**src/rtl/temporizador_multi.sv**
```systemverilog
// Preset down-counter timer with prescaler, pause and auto-reload.
// Reports a level ready flag (count at zero) and a one-cycle expiry pulse.
module temporizador_multi #(
  parameter int WIDTH = 4,
  parameter int SEL_W = 2,
  parameter logic [(2**SEL_W)*WIDTH-1:0] PRESETS = {4'd12, 4'd7, 4'd3, 4'd0},
  parameter int PRESC = 1
) (
  input  logic             clk,
  input  logic             reset,
  input  logic             carga_temp_i,
  input  logic [SEL_W-1:0] temp_sel_i,
  input  logic             pausa_i,
  input  logic             auto_recarga_i,
  output logic [WIDTH-1:0] contador_o,
  output logic             listo_o,
  output logic             fin_o
);

  localparam int PW = $clog2(PRESC) + 1;

  logic [WIDTH-1:0] contador_q, contador_d;
  logic [WIDTH-1:0] recarga_q, recarga_d;
  logic [PW-1:0]    presc_q, presc_d;
  logic             fin_q, fin_d;
  logic [WIDTH-1:0] presetSel;
  logic             tick;

  assign presetSel = PRESETS[temp_sel_i*WIDTH +: WIDTH];
  assign tick      = (presc_q == PW'(PRESC - 1));

  // Priority: load > pause > idle at zero > tick/prescale.
  always_comb begin
    contador_d = contador_q;
    recarga_d  = recarga_q;
    presc_d    = presc_q;
    fin_d      = 1'b0;
    if (carga_temp_i) begin
      contador_d = presetSel;
      recarga_d  = presetSel;
      presc_d    = '0;
    end else if (pausa_i) begin
      fin_d = 1'b0;
    end else if (contador_q == '0) begin
      presc_d = '0;
    end else if (tick) begin
      presc_d = '0;
      if (contador_q == WIDTH'(1)) begin
        fin_d      = 1'b1;
        contador_d = auto_recarga_i ? recarga_q : '0;
      end else begin
        contador_d = contador_q - WIDTH'(1);
      end
    end else begin
      presc_d = presc_q + PW'(1);
    end
  end

  always_ff @(posedge clk) begin
    if (reset) begin
      contador_q <= '0;
      recarga_q  <= '0;
      presc_q    <= '0;
      fin_q      <= 1'b0;
    end else begin
      contador_q <= contador_d;
      recarga_q  <= recarga_d;
      presc_q    <= presc_d;
      fin_q      <= fin_d;
    end
  end

  assign contador_o = contador_q;
  assign listo_o    = (contador_q == '0);
  assign fin_o      = fin_q;

endmodule

```
**config.mk**
```make
export PLATFORM = sky130hd
export DESIGN_NAME = temporizador_multi
export DESIGN_NICKNAME = d
export VERILOG_FILES = /design/src/rtl/temporizador_multi.sv
export SDC_FILE = /design/constraint.sdc
export NUM_CORES = 1
export LEC_CHECK = 0
export CAP_MARGIN = 20
export CORE_AREA = 10 10 47 49
export CTS_BUF_LIST = sky130_fd_sc_hd__clkbuf_4 sky130_fd_sc_hd__clkbuf_8
export CTS_CLUSTER_DIAMETER = 100
export CTS_CLUSTER_SIZE = 16
export DETAILED_ROUTE_END_ITERATION = 8
export DIE_AREA = 0 0 57 59
export PLACE_DENSITY = 0.6
export SLEW_MARGIN = 30
export SYNTH_ARGS = -nofsm -noshare
export SYNTH_HDL_FRONTEND = slang
export SYNTH_SLANG_ARGS = --single-unit
```
**constraint.sdc**
```tcl
create_clock -name clk -period 1.7 [get_ports clk]
set_clock_uncertainty 0.1 [all_clocks]
set_input_delay 0.17 -clock clk [delete_from_list [all_inputs] [get_ports clk]]
set_output_delay 0.17 -clock clk [all_outputs]
set_load 0.02 [all_outputs]
```
==> impl_metrics.csv <==
group,metric,value,unit
finish,final_common_cell,"nor2_1",
flow_run,drv_cap,0,
finish,multi_input_area,310,um^2
clock_tree,cts_hold_buffers,0,
synth,syn_nets,62,
critical_path,end_kind,"output pin",
clock_tree,cts_sinks,8,
place,place_area,642,um^2
drt,totalWireLength,1220,um
sta,slew_violations,0,
synth,synth_warnings,0,
sta,fmax,0.622,GHz
critical_path,crit_chain,"inv_1, ha_1, nor3b_2, clkbuf_2",
synth,avgSynthCellArea,9.32,um^2
grt,grt_pass1_wl,2030,um
critical_path,crit_type,"reg -> out",
place,portBuffers,12,
finish,drive_gt1_share,23.2,%
critical_path,reg2reg_from,"contador_o[1]",
synth,ys_seq_area_share,33.7,%
synth,synth_cells,51,
drt,antenna_left,0,
critical_path,reg2reg_slack,110,ps
sta,grt_setup_unrepaired,"true",
sta,finalSetupViolCount,0,
die,core-area,1400,um^2
critical_path,start_kind,"flip-flop",
critical_path,cp_num_buf_inv,2,
finish,post-route-util,48.2,%
drt,wl_per_cell,14.3,um
synth,ys_ff_latch,8,
worst_hold_path,min-delay-start,"recarga_q[2]",
sta,hold_viol,0,
worst_hold_path,min_to,"recarga_q[2]",
critical_path,cp.required,1430,ps
clock_tree,cts_buffers,3,
grt,antenna_found_initial,0,
grt,grt_max_degree,13,
die,die_w,57,um
clock_tree,cts_buffer_depth,2,
power,p_per_area,878,nW/um^2
critical_path,worst-path-max-fanout,3,
clock_tree,clk_pin_slew_worst_paths,60,ps
worst_hold_path,hold_class,"reg -> reg",
drt,drtIter0Drc,3,
place,dp_slack,-10.6,ps
place,place.gp.congestion,0.814,
finish,n_antenna_cell,0,
grt,grt_usage,7.68,%
sta,worst_slack,91.5,ps
place,dp_hpwl,954,um
critical_path,slowest_delay,300,ps
drt,drt-pass1-iter-count,4,
clock_tree,insertion_delay,250,ps
clock_tree,ctsRootBufferMaster,"clkbuf_4",
die,rows,14,
drt,vias_per_cell,5.35,
critical_path,r2r-end,"contador_o[2]",
place,dp.cells,82,
finish,n_fill_cell,153,
critical_path,worstPathArrival,1340,ps
sta,post-route-min-period,1610,ps
drt,via_count,455,
power,ir_drop,581,uV
synth,synth_area,475,um^2
finish,layout_common_cells,"nor2_1 (11), clkdlybuf4s50_1 (9), dfxtp_1 (7), buf_4 (5)",
critical_path,reg2regPathDepth,6,
outcome,status,"finished clean",
die,initial_core_util,33.9,%
drt,drc,0,
clock_tree,htreeDepth,1,
critical_path,cpLargestDelayFamily,"buffers and inverters",
grt,grt_pass1_vias,461,
die,io_pins,13,
critical_path,slowest_stage,"dfxtp_1",
die,die_area,3360,um^2
die,die_y,59,um
power,p_leak,0.000286,uW
finish,regArea,161,um^2
finish,final_nets,82,
synth,ys_types,21,
finish,postLayoutCellArea,676,um^2
worst_hold_path,holdPathStages,2,
sta,fin_crit_sh,94.6,%
grt,grt_overflow,0,
clock_tree,tritoncts,"yes",
sta,tightestPinTransition,364,ps
finish,fin_cells,85,
finish,area_growth,42.1,%
sta,maxSlewHeadroom,75.7,%
## registers in the layout, summed over array words and instances, names as in the netlist
name        flops
contador_o      4
recarga_q       3
fin_o           1
## synthesized netlist by cell type, drive strengths merged
master,n,share of area [%]
a211o,1,2.1
a211oi,2,3.2
a22oi,1,1.6
a311oi,1,1.8
a32o,1,2.4
a32oi,1,1.8
buf,1,1.6
clkdlybuf4s25,1,2.1
dfxtp,8,34
ha,4,11
inv,3,2.4
mux2i,4,8.4
nand4b,1,1.8
nor2,11,8.7
nor3,4,4.2
nor3b,2,3.2
nor4b,2,5.0
o211a,1,2.1
o21ai,1,1.1
o21bai,1,2.4
## through the flow
stage,hold WS [ps],total power (uW),TNS (ps)
after global routing,452,636,-5.09
after detailed placement,398,451,-10.6
after global placement,395,450,-7.01
after CTS,412,596,0
after floorplan,147,356,0
final,403,593,0
## timing repair
action                                  4_1_cts  5_1_grt
hold endpoints to repair                      0        0
resized for setup                             4        4
endpoints found under the setup margin        3        3
pin swaps                                     0        0
setup buffers                                 0        0
## cell type report
cell class                      instances  share of cell area, %
Clock buffer                            3                   3.33
Inverter                                3                   1.67
Multi-Input combinational cell         38                   45.9
Sequential cell                         8                   23.9
Tap cell                               16                   2.96
Timing Repair Buffer                   17                   22.2
## worst min-delay path, cell delays in order (launching register included)
cell	delay (ps)
dfxtp_1	330
mux2i_1	70
nor2_1	70
## logic make-up after synthesis
logic type,synth area share [%]
DFF,33.7
buffers and inverters,6.05
muxes,8.42
and+or+nand+nor,22.9
AOI/OAI and AO/OA,18.4
adders and majority gates,10.5
## worst max path at each step
stage	startpoint	end	slack, ps	cells past startpoint
2_1_floorplan	contador_o[1]	contador_o[2]	20	6
3_3_place_gp	contador_o[1]	listo_o	-7	4
3_5_place_dp	contador_o[1]	listo_o	-10	4
4_1_cts	contador_o[1]	listo_o	10	4
5_1_grt	contador_o[1]	contador_o[2]	-5	6
6_report	contador_o[1]	listo_o	90	4
## where the power goes
group	internal [uW]	switching, uW
clock	80.9	65.9
sequential	206	24.7
combinational	109	107
total	396	198
## per-layer routing
metal | global-route usage (%) | vias to the layer above | routed length, um | share of wire (%)
met3 | 4.94 | 6 | 110 | 9.0
li1 | - | 227 | - | -
met1 | 7.67 | 203 | 523 | 43
met2 | 12.6 | 19 | 553 | 45
met4 | 3.02 | 0 | 31 | 2.5
met5 | 0 | - | 0 | 0
Note: power is estimated with default switching activity, not from simulation.
